[config.mk]
export PLATFORM = sky130hd
export DESIGN_NAME = e203_exu_alu_rglr_pipe
export DESIGN_NICKNAME = d
export VERILOG_FILES = /design/src/rtl/e203_exu_alu_rglr_pipe_pkg.sv /design/src/rtl/e203_exu_alu_rglr_fifo.sv /design/src/rtl/e203_exu_alu_rglr_pipe.sv
export SDC_FILE = /design/constraint.sdc
export NUM_CORES = 1
export LEC_CHECK = 0
export CAP_MARGIN = 15
export CORE_AREA = 3 3 116 118
export DETAILED_ROUTE_END_ITERATION = 8
export DIE_AREA = 0 0 119 121
export GPL_TIMING_DRIVEN = 0
export HOLD_SLACK_MARGIN = 0.1
export PLACE_DENSITY = 0.83
export SYNTH_ARGS = -nofsm -noshare
export SYNTH_HDL_FRONTEND = slang
export SYNTH_SLANG_ARGS = --single-unit
[constraint.sdc]
create_clock -name clk -period 9.3 [get_ports clk]
set_input_delay 1.86 -clock clk [delete_from_list [all_inputs] [get_ports clk]]
set_output_delay 1.86 -clock clk [all_outputs]
set_load 0.01 [all_outputs]
[src/rtl/e203_exu_alu_rglr_pipe_pkg.sv]
// Regular-ALU issue/commit pipe: shared decode-info layout
// and buffer entry width.
package e203_exu_alu_rglr_pipe_pkg;

  localparam int E203_XLEN = 32;

  localparam int E203_DECINFO_ALU_ADD    = 0;
  localparam int E203_DECINFO_ALU_SUB    = 1;
  localparam int E203_DECINFO_ALU_XOR    = 2;
  localparam int E203_DECINFO_ALU_SLL    = 3;
  localparam int E203_DECINFO_ALU_SRL    = 4;
  localparam int E203_DECINFO_ALU_SRA    = 5;
  localparam int E203_DECINFO_ALU_OR     = 6;
  localparam int E203_DECINFO_ALU_AND    = 7;
  localparam int E203_DECINFO_ALU_SLT    = 8;
  localparam int E203_DECINFO_ALU_SLTU   = 9;
  localparam int E203_DECINFO_ALU_LUI    = 10;
  localparam int E203_DECINFO_ALU_OP2IMM = 11;
  localparam int E203_DECINFO_ALU_OP1PC  = 12;
  localparam int E203_DECINFO_ALU_NOP    = 13;
  localparam int E203_DECINFO_ALU_ECAL   = 14;
  localparam int E203_DECINFO_ALU_EBRK   = 15;
  localparam int E203_DECINFO_ALU_WFI    = 16;
  localparam int E203_DECINFO_ALU_WIDTH  = 17;

  // Entry = {wdat, ecall, ebreak, wfi}
  localparam int E203_ALU_RGLR_ENT_W = E203_XLEN + 3;

  function automatic int alu_rglr_ent_w(input int xlen);
    return xlen + 3;
  endfunction

endpackage

[src/rtl/e203_exu_alu_rglr_fifo.sv]
// Result buffer: DEPTH x W storage with explicit-wrap
// pointers, occupancy count and synchronous flush.
module e203_exu_alu_rglr_fifo #(
  parameter int DEPTH = 2,
  parameter int W     = 35,
  parameter int CNT_W = $clog2(DEPTH + 1)
) (
  input  logic             clk,
  input  logic             rst_n,
  input  logic             push_i,
  input  logic             pop_i,
  input  logic             flush_i,
  input  logic [W-1:0]     wdat_i,
  output logic [W-1:0]     rdat_o,
  output logic [CNT_W-1:0] cnt_o
);

  localparam int PW = (DEPTH > 1) ? $clog2(DEPTH) : 1;
  localparam logic [PW-1:0] LAST = PW'(DEPTH - 1);

  logic [W-1:0]     mem_q [DEPTH];
  logic [PW-1:0]    wptr_q, wptr_d;
  logic [PW-1:0]    rptr_q, rptr_d;
  logic [CNT_W-1:0] cnt_q, cnt_d;

  // Next pointers and count; flush overrides everything
  always_comb begin
    wptr_d = wptr_q;
    rptr_d = rptr_q;
    cnt_d  = cnt_q;
    if (push_i) begin
      wptr_d = (wptr_q == LAST) ? '0 : wptr_q + 1'b1;
    end
    if (pop_i) begin
      rptr_d = (rptr_q == LAST) ? '0 : rptr_q + 1'b1;
    end
    if (push_i && !pop_i) begin
      cnt_d = cnt_q + 1'b1;
    end else if (!push_i && pop_i) begin
      cnt_d = cnt_q - 1'b1;
    end
    if (flush_i) begin
      wptr_d = '0;
      rptr_d = '0;
      cnt_d  = '0;
    end
  end

  // Control state register
  always_ff @(posedge clk or negedge rst_n) begin
    if (!rst_n) begin
      wptr_q <= '0;
      rptr_q <= '0;
      cnt_q  <= '0;
    end else begin
      wptr_q <= wptr_d;
      rptr_q <= rptr_d;
      cnt_q  <= cnt_d;
    end
  end

  // Storage write; contents are not reset
  always_ff @(posedge clk) begin
    if (push_i) begin
      mem_q[wptr_q] <= wdat_i;
    end
  end

  assign rdat_o = mem_q[rptr_q];
  assign cnt_o  = cnt_q;

endmodule

[src/rtl/e203_exu_alu_rglr_pipe.sv]
// Regular-ALU issue/commit with result buffer and flush.
// Optional same-cycle bypass: E203_ALU_RGLR_BYPASS_EN.
module e203_exu_alu_rglr_pipe
  import e203_exu_alu_rglr_pipe_pkg::*;
#(
  parameter int XLEN    = 32,
  parameter int PC_SIZE = 32,
  parameter int DEPTH   = 2,
  parameter int CNT_W   = $clog2(DEPTH + 1)
) (
  input  logic                   clk,
  input  logic                   rst_n,
  input  logic                   alu_i_valid,
  output logic                   alu_i_ready,
  input  logic [XLEN-1:0]        alu_i_rs1,
  input  logic [XLEN-1:0]        alu_i_rs2,
  input  logic [XLEN-1:0]        alu_i_imm,
  input  logic [PC_SIZE-1:0]     alu_i_pc,
  input  logic [E203_DECINFO_ALU_WIDTH-1:0] alu_i_info,
  input  logic                   alu_i_flush,
  output logic                   alu_o_valid,
  input  logic                   alu_o_ready,
  output logic [XLEN-1:0]        alu_o_wbck_wdat,
  output logic                   alu_o_wbck_err,
  output logic                   alu_o_cmt_ecall,
  output logic                   alu_o_cmt_ebreak,
  output logic                   alu_o_cmt_wfi,
  output logic [CNT_W-1:0]       alu_o_cnt,
  output logic                   alu_req_alu_add,
  output logic                   alu_req_alu_sub,
  output logic                   alu_req_alu_xor,
  output logic                   alu_req_alu_sll,
  output logic                   alu_req_alu_srl,
  output logic                   alu_req_alu_sra,
  output logic                   alu_req_alu_or,
  output logic                   alu_req_alu_and,
  output logic                   alu_req_alu_slt,
  output logic                   alu_req_alu_sltu,
  output logic                   alu_req_alu_lui,
  output logic [XLEN-1:0]        alu_req_alu_op1,
  output logic [XLEN-1:0]        alu_req_alu_op2,
  input  logic [XLEN-1:0]        alu_req_alu_res
);

  localparam int ENT_W = alu_rglr_ent_w(XLEN);

  logic [XLEN-1:0]  pc_ext;
  logic [ENT_W-1:0] live_ent;
  logic [ENT_W-1:0] buf_ent;
  logic [ENT_W-1:0] sel_ent;
  logic [ENT_W-1:0] out_ent;
  logic [CNT_W-1:0] cnt;
  logic             cnt_zero;
  logic             bypass;
  logic             push;
  logic             pop;

  assign pc_ext = XLEN'(alu_i_pc);

  assign alu_req_alu_op1 =
    alu_i_info[E203_DECINFO_ALU_OP1PC] ? pc_ext : alu_i_rs1;
  assign alu_req_alu_op2 =
    alu_i_info[E203_DECINFO_ALU_OP2IMM] ? alu_i_imm : alu_i_rs2;

  assign alu_req_alu_add = alu_i_valid
    & alu_i_info[E203_DECINFO_ALU_ADD]
    & ~alu_i_info[E203_DECINFO_ALU_NOP];
  assign alu_req_alu_sub  = alu_i_valid & alu_i_info[E203_DECINFO_ALU_SUB];
  assign alu_req_alu_xor  = alu_i_valid & alu_i_info[E203_DECINFO_ALU_XOR];
  assign alu_req_alu_sll  = alu_i_valid & alu_i_info[E203_DECINFO_ALU_SLL];
  assign alu_req_alu_srl  = alu_i_valid & alu_i_info[E203_DECINFO_ALU_SRL];
  assign alu_req_alu_sra  = alu_i_valid & alu_i_info[E203_DECINFO_ALU_SRA];
  assign alu_req_alu_or   = alu_i_valid & alu_i_info[E203_DECINFO_ALU_OR];
  assign alu_req_alu_and  = alu_i_valid & alu_i_info[E203_DECINFO_ALU_AND];
  assign alu_req_alu_slt  = alu_i_valid & alu_i_info[E203_DECINFO_ALU_SLT];
  assign alu_req_alu_sltu = alu_i_valid & alu_i_info[E203_DECINFO_ALU_SLTU];
  assign alu_req_alu_lui  = alu_i_valid & alu_i_info[E203_DECINFO_ALU_LUI];

  assign live_ent = {
    alu_req_alu_res,
    alu_i_info[E203_DECINFO_ALU_ECAL],
    alu_i_info[E203_DECINFO_ALU_EBRK],
    alu_i_info[E203_DECINFO_ALU_WFI]
  };

  assign cnt_zero    = (cnt == '0);
  assign alu_i_ready = (cnt != CNT_W'(DEPTH));

`ifdef E203_ALU_RGLR_BYPASS_EN
  assign bypass = cnt_zero & alu_i_valid
                & alu_o_ready & ~alu_i_flush;
  assign alu_o_valid = ~cnt_zero | (alu_i_valid & ~alu_i_flush);
  assign sel_ent = cnt_zero ? live_ent : buf_ent;
`else
  assign bypass      = 1'b0;
  assign alu_o_valid = ~cnt_zero;
  assign sel_ent     = buf_ent;
`endif

  assign push = alu_i_valid & alu_i_ready & ~alu_i_flush & ~bypass;
  assign pop  = alu_o_valid & alu_o_ready & ~bypass;

  e203_exu_alu_rglr_fifo #(
    .DEPTH (DEPTH),
    .W     (ENT_W),
    .CNT_W (CNT_W)
  ) u_fifo (
    .clk     (clk),
    .rst_n   (rst_n),
    .push_i  (push),
    .pop_i   (pop),
    .flush_i (alu_i_flush),
    .wdat_i  (live_ent),
    .rdat_o  (buf_ent),
    .cnt_o   (cnt)
  );

  assign out_ent = alu_o_valid ? sel_ent : '0;

  assign alu_o_wbck_wdat  = out_ent[ENT_W-1:3];
  assign alu_o_cmt_ecall  = out_ent[2];
  assign alu_o_cmt_ebreak = out_ent[1];
  assign alu_o_cmt_wfi    = out_ent[0];
  assign alu_o_wbck_err   = |out_ent[2:0];
  assign alu_o_cnt        = cnt;

endmodule

==> results.sh <==
export IMPL_status="complete, no violations"
export IMPL_synth_fp_nets=445
export IMPL_postCtsHoldBufs=0
export IMPL_crit_fanout=10
export IMPL_grt_pass1_wl_um=21200
export IMPL_cts_buffer_depth=2
export IMPL_die_area_um2=14400
export IMPL_clk_transition_reported_paths_ns=0.05
export IMPL_grt_setup_unrepaired="false"
export IMPL_vias=3406
export IMPL_cp_start_kind="input port"
export IMPL_antenna_found_initial=0
export IMPL_yosys_warnings=0
export IMPL_post_cts_buffers=0
export IMPL_drt_met1_wl_um=5860
export IMPL_synth_cells=263
export IMPL_grt_max_degree=14
export IMPL_cts_root_buf="clkbuf_16"
export IMPL_p_leak_nw=2.58
export IMPL_slew_headroom_pct=57.4
export IMPL_max_cap_violations=0
export IMPL_crit_type="input port to primary output"
export IMPL_num_io_pins=297
export IMPL_min_period_ns=5.09
export IMPL_drt_iter0_drc=196
export IMPL_dr_wl_met2_um=7510
export IMPL_power_w=0.000985
export IMPL_critPathRequiredTime_ns=7.44
export IMPL_critPathCaptureType="primary output"
export IMPL_cts_sinks=74
export IMPL_drive_above_1_share_pct=17.3
export IMPL_cts_resized=0
export IMPL_finalClockSkew_ns=0.00695
export IMPL_top_layer_used="met4"
export IMPL_cts_inserted_buffers=9
export IMPL_die_h_um=121
export IMPL_routabilityCongestion=0.941
export IMPL_synth_seq_cells=74
export IMPL_ir_worst_vdd_uv=154
export IMPL_avgSynthCellArea_um2=14.1
export IMPL_power_density_nw_per_um2=136
export IMPL_vias_per_cell=4.54
export IMPL_wire_per_inst_um=19.6
export IMPL_synthDominantCellAreaShare_pct=56.5
export IMPL_cts_tree="yes"
export IMPL_dp_hpwl_um=12100
export IMPL_synthTopCellsByArea="edfxtp_1, mux2_2, mux2i_1"
export IMPL_grt_usage_pct=19.4
export IMPL_synth_flop_cell="edfxtp_1"
export IMPL_clock_latency_ns=0.33
export IMPL_finalWirelength_um=14700
export IMPL_drt_pass1_iter_count=4
export IMPL_drtAntennaViolNets=0
export IMPL_nets=755
export IMPL_htree_levels=3
export IMPL_grt_pass1_vias=3578
export IMPL_wl_met3_um=1100
export IMPL_hp_class="flip-flop to flip-flop"
export IMPL_synthToLayoutAreaGrowth_pct=94.6
export IMPL_yosysTopAreaCell="edfxtp_1"
export IMPL_synth_edf_count=70
export IMPL_syn_area_um2=3720
export IMPL_worstMarginPinSlew_ns=0.635
export IMPL_std_cell_rows=41
export IMPL_finalSetupTns_ns=0
export IMPL_io_buffers=293
export IMPL_post_route_period_util_pct=54.7
export IMPL_crit_arrival_ns=3.23
export IMPL_finalSetupViolations=0
export IMPL_diodes=0
export IMPL_ys_seq_area_share_pct=59.2
export IMPL_async_flop_share_pct=5.41
export IMPL_final_hold_violation_count=0
export IMPL_slew_viol_final=0
export IMPL_fmax_ghz=0.197
export IMPL_die_x_um=119
export IMPL_floorplan_initialDensity_pct=29.6
export IMPL_synthDistinctLibCells=26
export IMPL_core_um2=12600
export IMPL_drc=0
export IMPL_grt_overflow_total=0
## cells by family after synthesis
kind of cell / after synthesis / share of synthesized area [%]
AOI/OAI and AO/OA: 9 / 1.35
xor gates and xnor gates: 1 / 0.236
buffers and inverters: 22 / 3.30
DFF: 74 / 59.2
muxes: 99 / 28.8
and+or+nand+nor: 58 / 7.07
## registers in the layout, summed over array words and instances (netlist names)
register	cells
u_fifo.rptr_q	1
u_fifo.mem_q	70
u_fifo.wptr_q	1
u_fifo.cnt_o	2
## cell type report
class	count	area, um^2
clock buffer	9	225
fill	1032	5340
timing repair buffer	299	3000
clock inverter	7	68.8
sequential	74	2200
buffer	18	108
tap	172	215
multi-input combinational	167	1400
inverter	4	15.0
## critical path: stages
cell and delay (ns):
clkbuf_2 0.16, buf_2 0.29, mux2_2 0.38, clkdlybuf4s50_1 0.53
## power breakdown
| group | switching (W) | total, W | internal, W |
|---|---|---|---|
| sequential | 0.00000385 | 0.000382 | 0.000379 |
| clock | 0.000130 | 0.000337 | 0.000207 |
| combinational | 0.0000983 | 0.000266 | 0.000167 |
| total | 0.000232 | 0.000985 | 0.000753 |
## Yosys cell counts, types with 2 or more instances
master    number
edfxtp_1      70
mux2_2        60
nor2_1        39
mux2i_1       35
and2_1        10
buf_4          8
buf_2          7
dfrtp_1        4
mux2_1         4
a21oi_1        3
inv_1          3
nand2_1        3
a31oi_1        2
clkbuf_1       2
o21ai_1        2
## placed cells by master, fill, tap and decap left out, drive strengths merged
cell | Yosys | final
clkdlybuf4s50 | 0 | 293
edfxtp | 70 | 70
mux2 | 64 | 64
nor2 | 39 | 39
mux2i | 35 | 35
buf | 15 | 21
clkbuf | 3 | 12
and2 | 10 | 10
inv | 4 | 5
dfrtp | 4 | 4
clkinv | 0 | 4
nand2 | 3 | 3
a21oi | 3 | 3
o21ai | 3 | 3
a31oi | 2 | 2
nor2b | 1 | 1
nor3b | 1 | 1
nor3 | 1 | 1
a22oi | 1 | 1
nand3 | 1 | 1
and4bb | 1 | 1
xor2 | 1 | 1
or3 | 1 | 1
bufinv | 0 | 1
clkinvlp | 0 | 1
## stage by stage
stage	instance area (um^2)	worst slack [ns]	util [%]	hold slack, ns	std cells
final	7230	4.21	57.6	0.592	750
after CTS	7230	4.18	57.6	0.599	750
after floorplan	3720	4.16	-	0.534	263
after detailed placement	6940	4.19	55.2	0.592	734
after global routing	7230	4.17	57.6	0.635	750
after global placement	6870	2.54	54.6	0.554	728
## worst paths after layout
check | depth (start not counted) | from | to | slack (ns)
worst max register to register | 6 | u_fifo.cnt_o[1]$_DFFE_PN0P_ | u_fifo.mem_q[1][30]$_DFFE_PP_ | 7.23
max in group asynchronous | 1 | rst_n | u_fifo.cnt_o[0]$_DFFE_PN0P_ | 7.38
worst max-delay path | 4 | alu_i_info[12] | alu_req_alu_op1[21] | 4.21
worst min register to register | 2 | u_fifo.wptr_q$_DFFE_PN0P_ | u_fifo.wptr_q$_DFFE_PN0P_ | 0.59
min in group asynchronous | 1 | rst_n | u_fifo.wptr_q$_DFFE_PN0P_ | 1.74
worst min-delay path | 2 | u_fifo.wptr_q$_DFFE_PN0P_ | u_fifo.wptr_q$_DFFE_PN0P_ | 0.59
## per-layer routing
layer	vias up	global-route usage [%]
met1	1623	22.8
met2	181	34.1
met3	18	5.59
li1	1584	-
met5	-	0
met4	0	6.23
Note: power is estimated with default switching activity, not from simulation.
